[src/rtl/seg_scan_decoder.sv]
// Receives the six-digit multiplexed 7-segment scan bus and rebuilds Hour/Minute/Second.
// Optional: define SEG_SCAN_DP_CHECK_EN to check the decimal point (lit only on positions 2 and 4).
module seg_scan_decoder #(
    parameter int STABLE_CYC = 1
) (
    input  logic       clk,
    input  logic       rst,
    input  logic [5:0] SEL,
    input  logic [7:0] DIG,
    output logic [7:0] Hour,
    output logic [7:0] Minute,
    output logic [7:0] Second,
    output logic       frame_valid,
    output logic       seg_err
);

    // state   | meaning
    // HUNT    | discard samples until an accepted position-0 digit
    // COLLECT | gather digits until all six positions are captured
    // DONE    | one cycle: outputs refreshed, frame_valid high

    typedef enum logic [1:0] {HUNT, COLLECT, DONE} state_t;

    state_t      state, state_nx;
    logic [13:0] prev_smp;
    logic [3:0]  stab_cnt, stab_cnt_nx;
    logic [4:0]  run_len;
    logic [5:0]  mask, mask_nx, mask_base;
    logic [3:0]  digit    [6];
    logic [3:0]  digit_nx [6];
    logic [5:0]  sel_act;
    logic [3:0]  seg_val;
    logic        sel_blank, sel_onehot, seg_ok, dp_ok;
    logic        accept, bad, wr_en, err_nx;

    function automatic logic [7:0] to_bin(input logic [3:0] ten, input logic [3:0] one);
        return {4'd0, ten} * 8'd10 + {4'd0, one};
    endfunction

    assign sel_act    = ~SEL;
    assign sel_blank  = (SEL == 6'h3F);
    assign sel_onehot = (sel_act != 6'd0) && ((sel_act & (sel_act - 6'd1)) == 6'd0);

    always_comb begin
        seg_ok  = 1'b1;
        seg_val = 4'd0;
        case (DIG[6:0])
            7'h40:   seg_val = 4'd0;
            7'h79:   seg_val = 4'd1;
            7'h24:   seg_val = 4'd2;
            7'h30:   seg_val = 4'd3;
            7'h19:   seg_val = 4'd4;
            7'h12:   seg_val = 4'd5;
            7'h02:   seg_val = 4'd6;
            7'h78:   seg_val = 4'd7;
            7'h00:   seg_val = 4'd8;
            7'h10:   seg_val = 4'd9;
            default: seg_ok  = 1'b0;
        endcase
    end

`ifdef SEG_SCAN_DP_CHECK_EN
    // Point is active-low: lit after the hour-one and minute-one digits only.
    assign dp_ok = (DIG[7] == ~(sel_act[2] | sel_act[4]));
`else
    assign dp_ok = 1'b1;
`endif

    // A held sample is accepted exactly once, on the cycle its run length reaches STABLE_CYC.
    assign run_len     = ({SEL, DIG} == prev_smp) ? ({1'b0, stab_cnt} + 5'd1) : 5'd0;
    assign accept      = !sel_blank && ((run_len + 5'd1) == 5'(STABLE_CYC));
    assign stab_cnt_nx = sel_blank ? 4'd0 : ((run_len > 5'd15) ? 4'd15 : run_len[3:0]);
    assign bad         = !sel_onehot || !seg_ok || !dp_ok;

    always_comb begin
        state_nx  = state;
        mask_base = (state == DONE) ? 6'd0 : mask;
        mask_nx   = mask_base;
        wr_en     = 1'b0;
        err_nx    = 1'b0;
        case (state)
            HUNT: begin
                if (accept && !bad && sel_act[0]) begin
                    wr_en    = 1'b1;
                    mask_nx  = 6'b000001;
                    state_nx = COLLECT;
                end
            end
            COLLECT, DONE: begin
                state_nx = COLLECT;
                if (accept && bad) begin
                    err_nx   = 1'b1;
                    mask_nx  = 6'd0;
                    state_nx = HUNT;
                end else if (accept) begin
                    wr_en   = 1'b1;
                    mask_nx = mask_base | sel_act;
                    if (mask_nx == 6'h3F) begin
                        state_nx = DONE;
                    end
                end
            end
            default: begin
                mask_nx  = 6'd0;
                state_nx = HUNT;
            end
        endcase
        for (int k = 0; k < 6; k++) begin
            digit_nx[k] = (wr_en && sel_act[k]) ? seg_val : digit[k];
        end
    end

    always_ff @(posedge clk) begin
        if (rst) begin
            state    <= HUNT;
            mask     <= 6'd0;
            stab_cnt <= 4'd0;
            prev_smp <= 14'd0;
            seg_err  <= 1'b0;
            Hour     <= 8'd0;
            Minute   <= 8'd0;
            Second   <= 8'd0;
            for (int k = 0; k < 6; k++) begin
                digit[k] <= 4'd0;
            end
        end else begin
            state    <= state_nx;
            mask     <= mask_nx;
            stab_cnt <= stab_cnt_nx;
            prev_smp <= {SEL, DIG};
            seg_err  <= err_nx;
            for (int k = 0; k < 6; k++) begin
                digit[k] <= digit_nx[k];
            end
            // Load on entry so the new values are visible during the DONE cycle.
            if (state_nx == DONE) begin
                Hour   <= to_bin(digit_nx[5], digit_nx[4]);
                Minute <= to_bin(digit_nx[3], digit_nx[2]);
                Second <= to_bin(digit_nx[1], digit_nx[0]);
            end
        end
    end

    assign frame_valid = (state == DONE);

endmodule

[config.mk]
export PLATFORM = sky130hd
export DESIGN_NAME = seg_scan_decoder
export DESIGN_NICKNAME = d
export VERILOG_FILES = /design/src/rtl/seg_scan_decoder.sv
export SDC_FILE = /design/constraint.sdc
export NUM_CORES = 1
export LEC_CHECK = 0
export BUFFER_PORTS_ARGS = -buffer_cell sky130_fd_sc_hd__buf_4
export CELL_PAD_IN_SITES_DETAIL_PLACEMENT = 0
export CELL_PAD_IN_SITES_GLOBAL_PLACEMENT = 1
export CORE_MARGIN = 10
export CORE_UTILIZATION = 49
export DETAILED_ROUTE_END_ITERATION = 8
export PLACE_DENSITY_LB_ADDON = 0.15
export SLEW_MARGIN = 20
export SYNTH_ARGS = -nofsm -noshare
export SYNTH_HDL_FRONTEND = slang
export SYNTH_SLANG_ARGS = --single-unit
[constraint.sdc]
create_clock -name clk -period 13.5 [get_ports clk]
set_clock_uncertainty 0.05 [all_clocks]
set_input_delay 1.35 -clock clk [delete_from_list [all_inputs] [get_ports clk]]
set_output_delay 1.35 -clock clk [all_outputs]
set_load 0.1 [all_outputs]
-- Word level (Yosys, flattened, before mapping)
Memory sizes are Yosys's and may differ from the RTL's.
Cells that the tools add are included.
W data, S select, Z words.
- flip-flop bits (word level): 51
- RAM bits: 24
- input bits: 16
- output and inout bits: 26
- word-level logic and storage cells: 103
- memories kept: 1
- memories (name ; words ; width ; rd ports ; clocked after memory_dff ; wr ports ; RTL line ; text):
    digit ; 6 ; 4 ; 6 ; 0 ; 6 ; 29 ; logic [3:0] digit [6];
- add/sub/neg operators: 6
- multiply operators: 3
- order comparisons: 1
- equality and inequality tests: 16
- multiplexer cells: 34
- bitwise logic cells: 10
- reductions and logical operators: 24
- operators with widths (operator ; count):
    $mux W4 ; 13
    $pmux W4 S9 ; 1
    $add A8 B4 Y8 ; 3
    $mux W6 ; 4
    $eq A7 B5 Y1 const B ; 3
    $eq A7 B7 Y1 const B ; 3
    $mul A4 B3 Y7 const B ; 3
    $eq A14 B14 Y1 ; 1
    $eq A7 B6 Y1 const B ; 2
    $eq A6 B6 Y1 const B ; 2
    $pmux W6 S2 ; 1
    $logic_and A1 B1 Y1 ; 11
    $reduce_or A10 Y1 ; 1
    $mux W1 ; 8
    $mux W2 ; 4
    $eq A7 B2 Y1 const B ; 1
    $logic_not A7 Y1 ; 1
    $and A6 B6 Y6 ; 1
    $logic_not A6 Y1 ; 1
    $not A6 Y6 ; 1
    $or A1 B1 Y1 ; 6
    $or A6 B6 Y6 ; 1
    $reduce_bool A6 Y1 ; 1
    $reduce_or A2 Y1 ; 3
    other kinds (14) ; 18

-- Logic depth before layout (Yosys ltp)
Gate-level depths: netlist (run 1).
- depth after elaboration: 16
- mapped depth: 19
- depth with buffers taken out: 18

-- Worst setup path after synthesis (run 1)
Ideal clock, no wire load.
- path type: input -> register
- start: input port SEL[4]
- end: register Second[7]
- arrival: 5.608 ns
- path slack: 7.751 ns
- stages: 17
- buffers on the path: 1
- path through: buf_2 -> xor2_1 -> nor4_1 -> nand4_1 -> or2_2 -> ha_1 -> o21ai_1 -> or4_4 -> nor2_2 -> mux2_2 -> ha_1 -> ha_1 -> fa_1 -> and3_1 -> mux2i_1 -> nand2_1 -> a311oi_1
- RTL lines (what ; RTL line ; text):
    start: declaration ; 8 ; input logic [5:0] SEL,
    end signal: assignment ; 139 ; Second <= to_bin(digit_nx[1], digit_nx[0]);
    end: declaration ; 12 ; output logic [7:0] Second,

==> results.md, run 1 <==
- Status: completed
- Syn Inst Count: 474
- Vias in the first global route: 3362
- Hold WS: 0.432 ns
- Core Util, Final: 55.9%
- Yosys cell types: 57
- Worst-path clk slew: 0.08 ns
- Post-route setup TNS: 0 ns
- Die area: 12900 um2
- Sequential element share of the synthesized area: 34.9%
- Worst-path maximum fanout: 9
- Commonest non-fill, non-tap cell in the layout: dfxtp_1
- YS warnings: 0
- Routed wire length: 10.3 mm
- Largest net degree at the start of global routing: 68
- Total grt overflow: 0
- Grt met2 use: 25.4%
- Die height: 114 um
- Commonest cells after routing, fill and taps aside: dfxtp_1, buf_4, a21oi_1, nor2b_1, nor2_1
- Number of port buffers: 41
- Clock sinks: 75
- Iteration-0 DRC Markers: 157
- # setup viols final: 0
- Hold depth: 2
- Wire per inst: 16.8 um
- Synthesized flop and latch total: 75
- Hold buffer count at CTS: 0
- CTS buffer count: 9
- Drt pass-1 iters: 5
- Worst setup EP type: flip-flop
- First-pass GRT wire length: 16.8 mm
- Mapped Area: 4300 um2
- Routed vias: 3466
- Fraction of layout cells with a size suffix above 1: 17.6%
- Antenna Nets Post-Route: 0
- CP startpoint kind: primary input
- Worst Hold Class: flip-flop to flip-flop
- Tot GR Track Use: 15.8%
- Critical path data arrival time: 6.14 ns
- Busiest grt layer: met2
- Root Buffer: clkbuf_8
- GRT met3 Usage: 3.36%
- Post-CTS setup buffer count: 0
- Layout Nets: 552
- LEAKAGE: 2.06 nW
- H-tree Lvls: 3
- Clock Path Buffers: 2
- Maximum vdd drop: 39.1 uV
- Adder-Cell Fraction of Synth Area: 10.4%
- Slew margin rel.: 51.5%
- Initial antenna violation count: 0
- Fin crit period: 5.93 ns
- Final max-slew violation count: 0
- Post-CTS sizing: 0
- CP Data Required Time: 13.71 ns
- Tightest Pin Transition: 0.728 ns
- Final hold vios: 0
- Mux contribution to synthesized area: 5.79%
- FF-to-FF path depth: 17
- M1 GR Usage: 20.0%
- Synth Area in Simple Gates: 21.5%
- Residual DRC: 0
- Placed cell area: 4650 um2
- Num ports: 42
- Via density per instance: 5.64
- CTS tree: done
- HPWL Detailed: 7.37 mm
- Die Wd: 114 um
- Layout area overhead: 12.2%
- Syn Nets: 522
- Post-route clock period utilization: 43.9%
- Synthesized area per cell: 9.08 um2
- Total core area: 8640 um2
- Starting density of the core: 49.8%
- Pwr dens: 86.4 nW/um2
- Diode count: 0
- Design Area, Final: 4830 um2
- Synth Area in Compound Gates: 16.7%
- Post-synth EDFFs: 0
- Max-capacitance violation count: 0
- Placement row count: 34
- GPL Wtd Cong: 0.855
- Largest family of logic cells by synthesized area: simple AND/OR/NAND/NOR gates
- CP Class: primary input to flip-flop
- Max Freq: 169 MHz
- Ys async rst share: 0%
- Main synth FF type: dfxtp_1
- Unrepaired setup endpoints after global routing: no
- XOR/XNOR share of the synthesized area: 6.11%
- Clock Latency Late Sink: 0.34 ns
cell usage after synthesis (2+ instances only):
cell,instances,area share (%)
dfxtp_1,75,35
a21oi_1,34,4.0
nor2b_1,32,4.7
nor2_1,29,2.5
ha_1,26,7.6
o21ai_0,22,2.6
nand3_1,20,2.3
inv_1,17,1.5
xor2_1,17,3.5
mux2_2,15,3.9
xnor2_1,13,2.6
a211oi_1,12,2.1
nand2_1,12,1.0
buf_2,11,1.3
clkbuf_1,11,0.96
nand2b_1,11,1.6
nor3_1,9,1.0
mux2i_1,8,1.9
and2_1,7,1.0
or3_1,7,1.0
a21o_1,6,1.0
fa_1,6,2.8
a22oi_1,5,0.87
nand4_1,5,0.73
nor4_1,5,0.73
o211ai_1,5,0.87
o22ai_1,5,0.73
nor3b_1,4,0.70
buf_6,3,0.79
nor2_2,3,0.44
o21a_1,3,0.52
o31a_1,3,0.61
or2_2,3,0.44
a2111oi_0,2,0.41
a211o_1,2,0.41
a311oi_1,2,0.41
and3_1,2,0.29
and4b_1,2,0.47
nor4_2,2,0.58
power breakdown:
part | switching, mW | total (mW) | internal [mW]
Clock | 0.0799 | 0.169 | 0.0887
Sequential | 0.000921 | 0.224 | 0.223
Combinational | 0.0150 | 0.0243 | 0.00930
Total | 0.0958 | 0.417 | 0.321
layout make-up:
cell class | count | area [um2]
clock buffers | 12 | 145
well taps | 108 | 135
fillers | 809 | 3810
repair buffers | 45 | 338
clock inverters | 2 | 37.5
multi-input cells | 356 | 2610
inverters | 17 | 63.8
flip-flops and latches | 75 | 1500
critical path: stages:
cell	delay, ns
buf_4	0.16
xor2_1	0.15
nor4_1	0.38
nand4_1	0.27
or2_2	0.36
ha_1	0.34
inv_1	0.07
or4_1	0.55
o31a_1	0.29
nor2_1	0.28
inv_1	0.08
ha_1	0.31
ha_1	0.23
fa_1	0.51
o211ai_1	0.19
mux2i_1	0.21
o21ai_0	0.13
a311oi_2	0.28
metrics by stage:
step                      cells  total power, mW  setup WS (ns)
final                       615            0.417           7.57
after global routing        615            0.432           7.23
after CTS                   615            0.422           7.53
after detailed placement    601            0.254           7.21
after global placement      601            0.253           7.31
after floorplan             474            0.246           7.75
path summary, 6_finish.rpt:
kind | startpoint | endpoint | slack (ns)
worst max-delay path | SEL[4] | Hour[7] | 7.57
worst min-delay path | Hour[3] | Hour[3] | 0.43
worst max register to register | prev_smp[12] | Hour[7] | 8.42
worst min register to register | Hour[3] | Hour[3] | 0.43
flip-flops by register name, summed over array words and instances (netlist names):
| register | cells |
|---|---|
| Hour | 8 |
| Minute | 8 |
| Second | 8 |
| digit | 24 |
| mask | 6 |
| prev_smp | 14 |
| seg_err | 1 |
| stab_cnt | 4 |
| state | 2 |
cells by family after synthesis:
| group | count (synthesis) |
|---|---|
| flip-flops | 75 |
| adder cells (fa/ha/maj) | 32 |
| AO/OA/AOI/OAI | 110 |
| XOR/XNOR | 30 |
| buffers and inverters | 43 |
| AND/OR/NAND/NOR | 161 |
| multiplexers | 23 |
routing by layer:
metal,wire [um],up-vias
met5,0,-
met4,187,0
met3,484,13
met2,4790,71
met1,4840,1638
li1,-,1744
(Power assumes the default switching activity.)
==> inputs of run 2 (changes only) <==
--- a/config.mk
+++ b/config.mk
@@ -9,7 +9,7 @@
 export CELL_PAD_IN_SITES_DETAIL_PLACEMENT = 0
 export CELL_PAD_IN_SITES_GLOBAL_PLACEMENT = 1
 export CORE_MARGIN = 10
-export CORE_UTILIZATION = 49
+export CORE_UTILIZATION = 46
 export DETAILED_ROUTE_END_ITERATION = 8
 export PLACE_DENSITY_LB_ADDON = 0.15
 export SLEW_MARGIN = 20
==> constraint.sdc (replaced) <==
create_clock -name clk -period 5.5 [get_ports clk]
set_clock_uncertainty 0.05 [all_clocks]
set_input_delay 0.55 -clock clk [delete_from_list [all_inputs] [get_ports clk]]
set_output_delay 0.55 -clock clk [all_outputs]
set_load 0.1 [all_outputs]
==> run 2 against run 1 <==
Net effect:
- worst setup slack lost 7.0 ns
- via count shrank 0.63%
- non-clock buffer count stayed put
==> results.md, run 2 (synthesized netlist as in run 1, its figures left out) <==
- Post-route clock period utilization: 90.4%
- Hold WS: 0.395 ns (-0.0374 ns)
- Core Util, Final: 53.3% (-2.6 points)
- Worst Hold Class: primary input to flip-flop
- Max Freq: 201 MHz
- Post-route setup TNS: 0 ns (unchanged)
- Unrepaired setup endpoints after global routing: no
- Critical path data arrival time: 5.19 ns (-0.95 ns)
- Largest register FFs: 24 (unchanged)
- Number of port buffers: 41 (unchanged)
- Total power: 1.10 mW (+160%)
- HPWL Detailed: 7.57 mm (+2.8%)
- Net Switching: 251 uW (+160%)
- Max-capacitance violation count: 0 (unchanged)
- Root Buffer: clkbuf_8
- CTS tree: done
- Worst-path clk slew: 0.08 ns (about the same)
- Commonest non-fill, non-tap cell in the layout: dfxtp_1
- Status: completed
- Final hold vios: 0 (unchanged)
- GPL Wtd Cong: 0.792 (-7.3%)
- Routed vias: 3444 (-0.63%)
- Commonest cells after routing, fill and taps aside: dfxtp_1, buf_4, a21oi_1, nor2b_1, nor2_1
- CTS buffer count: 9 (unchanged)
- M1 GR Usage: 19.9% (-0.14 points)
- Busiest grt layer: met2
- Largest regs: digit (24), prev_smp (14)
- Placed insts: 604 (+0.50%)
- Largest net degree at the start of global routing: 68 (unchanged)
- Switching fraction of total power: 22.7% (-0.23 points)
- Tightest Pin Transition: 1.05 ns (+0.321 ns)
- Layout Nets: 552 (unchanged)
- Layout area overhead: 13.5%
- Pwr dens: 226 nW/um2 (+160%)
- Grt met2 use: 27.6% (+2.2 points)
- GRT met3 Usage: 4.42% (+1.1 points)
- Drt pass-1 iters: 4 (-1)
- CP Data Required Time: 5.71 ns (-8.00 ns)
- Clock Path Buffers: 2 (unchanged)
- # setup viols final: 0 (unchanged)
- Slew margin rel.: 29.3% (-22 points)
- Antenna Nets Post-Route: 0 (unchanged)
- Total grt overflow: 0 (unchanged)
- Worst setup EP type: flip-flop
- Via density per instance: 5.55 (-1.4%)
- Wire per inst: 17.0 um (+1.3%)
- Post-CTS sizing: 0 (unchanged)
- Num ports: 42 (unchanged)
- Routed wire length: 10.5 mm (+2.2%)
- H-tree Lvls: 3 (unchanged)
- Residual DRC: 0 (unchanged)
- First-pass GRT wire length: 17.6 mm (+4.6%)
- Final non-filler cell total: 620 (+0.81%)
- Maximum vdd drop: 134 uV (+240%)
- Clk pwr share: 44.7% (+4.3 points)
- Vias in the first global route: 3435 (+2.2%)
- Die height: 117 um (+2.6%)
- Fin crit period: 4.97 ns
- Total core area: 9150 um2 (+6.0%)
- Placement row count: 35 (+2.9%)
- Die area: 13600 um2 (+5.4%)
- Final max-slew violation count: 0 (unchanged)
- CP Class: primary input to flip-flop
- Largest Register: digit
- LEAKAGE: 2.09 nW (+1.2%)
- Tot GR Track Use: 16.3% (+0.57 points)
- Diode count: 0 (unchanged)
- Worst-path maximum fanout: 10 (+1)
- Iteration-0 DRC Markers: 161 (+2.5%)
- Sequential cell fraction of total power: 49.9% (-3.9 points)
- Hold buffer count at CTS: 0 (unchanged)
- CP startpoint kind: primary input
- Initial antenna violation count: 0 (unchanged)
- Clock Latency Late Sink: 0.35 ns (about the same)
- Starting density of the core: 47.0% (-2.8 points)
- Die Wd: 117 um (+2.6%)
- Post-CTS setup buffer count: 0 (unchanged)
- Fraction of layout cells with a size suffix above 1: 18.1% (+0.52 points)
- Comb power frac: 5.4% (-0.4 points)
- Clock sinks: 75 (unchanged)
- P_int: 852 uW (+170%)
[run 2: cell types whose count changed in the layout (fill, tap and decap cells not counted)]
cell        previous run  this run
clkbuf_8              10        11
clkbuf_1               2         0
bufinv_16              1         2
inv_6                  0         1
clkinvlp_4             1         2
nor2_2                 4         3
nor2_1                28        29
[run 2: cell type report]
cell class                 count  area, um2
inverter                      17       63.8
clock inverter                 5       83.8
timing repair buffer          45        338
multi-input combinational    356       2610
clock buffer                  11        151
sequential                    75       1500
tap                          111        139
fill                         869       4270
[run 2: power groups by stage]
stage                     Combinational (mW)  Clock, mW  Sequential (mW)
after detailed placement              0.0600          0            0.563
after global routing                  0.0662      0.529            0.551
after CTS                             0.0603      0.508            0.550
after global placement                0.0594          0            0.563
after floorplan                       0.0414          0            0.563
final                                 0.0598      0.493            0.550
[run 2: worst paths after layout]
check	from	endpoint	slack [ns]	cells after the start
hold / removal	DIG[7]	prev_smp[7]	0.39	2
setup / recovery	DIG[0]	Hour[7]	0.53	18
hold reg to reg	Second[1]	Second[1]	0.43	2
setup reg to reg	prev_smp[4]	Hour[7]	0.56	17
[run 2: worst max-delay path, stage by stage]
cell and delay [ns]:
buf_4 0.15, xor2_1 0.16, nor4_1 0.29, nand4_1 0.26
or2_2 0.36, ha_1 0.33, inv_1 0.07, or4_1 0.55
o31a_1 0.29, nor2_1 0.30, inv_1 0.08, ha_1 0.30
ha_1 0.22, fa_1 0.50, o211ai_1 0.18, mux2i_1 0.22
o21ai_0 0.12, a311oi_2 0.27
[run 2: layer usage]
metal | share of wire, % | routed length (um)
met3 | 4.6 | 480
met5 | 0 | 0
met4 | 1.1 | 113
met1 | 47 | 4900
met2 | 48 | 5040
[run 2: metrics by stage]
step	setup WS [ns]	instance area, um2
after floorplan	0.551	4300
after global placement	0.214	4650
after detailed placement	0.174	4650
after CTS	0.515	4880
after global routing	0.198	4880
final	0.527	4880
==> inputs of run 3 (changes only) <==
==> constraint.sdc (replaced) <==
create_clock -name clk -period 5.2 [get_ports clk]
set_clock_uncertainty 0.05 [all_clocks]
set_input_delay 0.26 -clock clk [delete_from_list [all_inputs] [get_ports clk]]
set_output_delay 0.26 -clock clk [all_outputs]
set_load 0.1 [all_outputs]
==> run 3 against run 2 <==
Net effect:
- cell area down 0.10%
- largest cell class unchanged
- via count increased by 0.78%
- clock-buffer cell count is 1 higher
- first-iteration DRC count decreased by 28%
- global-route usage decreased by 0.14 points
- critical path type is now flip-flop to flip-flop
==> results.md, run 3 (synthesized netlist as in run 1, its figures left out) <==
- Status: completed
- CTS tree: done
- Worst Hold Class: primary input to flip-flop
- Final max-slew violation count: 0 (unchanged)
- Sequential cell fraction of total power: 49.9% (about the same)
- Maximum vdd drop: 117 uV (-13%)
- Pre-CTS setup slack: 0.143 ns (-0.0309 ns)
- Final hold vios: 0 (unchanged)
- Commonest cells after routing, fill and taps aside: dfxtp_1, buf_4, a21oi_1, nor2b_1, nor2_1
- Critical Path Max Stage Delay: 0.54 ns (about the same)
- Critical path buffers and inverters: 2 (-1)
- CP Data Required Time: 5.42 ns (-0.29 ns)
- Post-route setup TNS: 0 ns (unchanged)
- CP top delay family: simple AND/OR/NAND/NOR gates
- CP max-delay cell: or4_1
- Die Wd: 117 um (unchanged)
- Clock Latency Late Sink: 0.36 ns (about the same)
- H-tree Lvls: 3 (unchanged)
- # fillers: 882 (+1.5%)
- Placed cell area: 4650 um2 (unchanged)
- Layout Nets: 552 (unchanged)
- Max Freq: 206 MHz
- Final non-filler cell total: 620 (unchanged)
- Number of port buffers: 41 (unchanged)
- GPL Wtd Cong: 0.795 (+0.38%)
- Starting density of the core: 47.0% (unchanged)
- Initial antenna violation count: 0 (unchanged)
- Tot GR Track Use: 16.2% (-0.14 points)
- Largest Register: digit
- Total grt overflow: 0 (unchanged)
- CP cell instances: xor2_1 -> nor4_1 -> nand4_1 -> or2_2 -> ha_1 -> inv_1 -> or4_1 -> o31a_1 -> nor2_2 -> inv_1 -> ha_1 -> ha_1 -> fa_1 -> o211ai_1 -> mux2i_1 -> o21ai_0 -> a311oi_2
- Num ports: 42 (unchanged)
- Routed wire length: 10.4 mm (-0.83%)
- CTS buffer count: 9 (unchanged)
- Residual DRC: 0 (unchanged)
- Fin crit period: 4.86 ns
- CP Class: flip-flop to flip-flop
- Critical path data arrival time: 5.09 ns (-0.10 ns)
- Die area: 13600 um2 (unchanged)
- Wire per inst: 16.9 um (-0.83%)
- Root Buffer: clkbuf_8
- Iteration-0 DRC Markers: 116 (-28%)
- LEAKAGE: 2.09 nW (about the same)
- Unrepaired setup endpoints after global routing: no
- Vias in the first global route: 3344 (-2.6%)
- Antenna Nets Post-Route: 0 (unchanged)
- HPWL Detailed: 7.51 mm (-0.88%)
- P_int: 900 uW (+5.5%)
- Routed vias: 3471 (+0.78%)
- First-pass GRT wire length: 17.4 mm (-1.0%)
- Commonest non-fill, non-tap cell in the layout: dfxtp_1
- Fraction of layout cells with a size suffix above 1: 18.1% (unchanged)
- Clock Path Buffers: 2 (unchanged)
- Worst-path clk slew: 0.08 ns (about the same)
- Post-route clock period utilization: 93.5%
- Design Area, Final: 4880 um2 (-0.10%)
- Worst-path maximum fanout: 6 (-4)
- Net Switching: 266 uW (+6.0%)
- Worst setup EP type: flip-flop
- Slew margin rel.: 31.2% (+1.9 points)
- Largest net degree at the start of global routing: 68 (unchanged)
- Total core area: 9150 um2 (unchanged)
- Pwr dens: 239 nW/um2 (+5.7%)
- Largest register FFs: 24 (unchanged)
- # setup viols final: 0 (unchanged)
- Layout area overhead: 13.4%
- Comb power frac: 5.4% (about the same)
- Total power: 1.17 mW (+5.6%)
- Crit path top cell by count: ha_1
- Hold WS: 0.0914 ns (-0.303 ns)
- Core Util, Final: 53.3% (-0.055 points)
- Clk pwr share: 44.7% (about the same)
- Tightest Pin Transition: 1.02 ns (-0.0279 ns)
- Hold buffer count at CTS: 0 (unchanged)
- Diode count: 0 (unchanged)
- Drt pass-1 iters: 4 (unchanged)
- Final WS setup: 0.336 ns (-0.191 ns)
- Switching fraction of total power: 22.8% (+0.074 points)
- Max-capacitance violation count: 0 (unchanged)
- Via density per instance: 5.60 (+0.78%)
- Die height: 117 um (unchanged)
- Placed insts: 604 (unchanged)
- CP startpoint kind: flip-flop
- Clock sinks: 75 (unchanged)
- Largest regs: digit (24), prev_smp (14)
- Placement row count: 35 (unchanged)
==> run 3: changes by cell type in the layout (fill, tap and decap cells not counted), sizes merged <==
| cell | delta |
|---|---|
| clkinv | +1 |
| clkinvlp | -1 |
| clkbuf | +1 |
| inv | -1 |
==> run 3: final timing paths <==
check / from / cells after the start / endpoint / slack (ns)
setup / recovery: prev_smp[5] / 17 / Hour[7] / 0.34
hold / removal: DIG[7] / 2 / prev_smp[7] / 0.09
setup reg to reg: prev_smp[5] / 17 / Hour[7] / 0.34
hold reg to reg: Minute[6] / 2 / Minute[6] / 0.43
==> run 3: power groups by stage <==
stage / Clock, mW / Combinational (mW) / Sequential (mW)
after floorplan: 0 / 0.0438 / 0.595
after global placement: 0 / 0.0630 / 0.596
after detailed placement: 0 / 0.0638 / 0.596
after CTS: 0.534 / 0.0640 / 0.582
after global routing: 0.560 / 0.0703 / 0.583
final: 0.521 / 0.0630 / 0.582
==> run 3: routing by layer <==
metal  GRT usage, %  wire length [um]  up-vias
met5              0                 0        -
met4           4.61               142        0
met1           20.5              4880     1649
met2           26.0              4840       64
li1               -                 -     1746
met3           4.67               585       12
==> run 3: area by class of cell <==
type	count	area, um2	share of cell area [%]
clock buffers	12	155	3.18
clock inverters	4	72.6	1.49
inverters	17	63.8	1.31
multi-input cells	356	2610	53.5
flip-flops and latches	75	1500	30.8
well taps	111	139	2.85
repair buffers	45	338	6.93
==> run 3: repair_timing <==
action | in CTS | in global routing
resized for setup | 0 | 1
endpoints found under the hold margin | 0 | 0
setup buffers | 0 | 0
setup endpoints to repair | 0 | 1
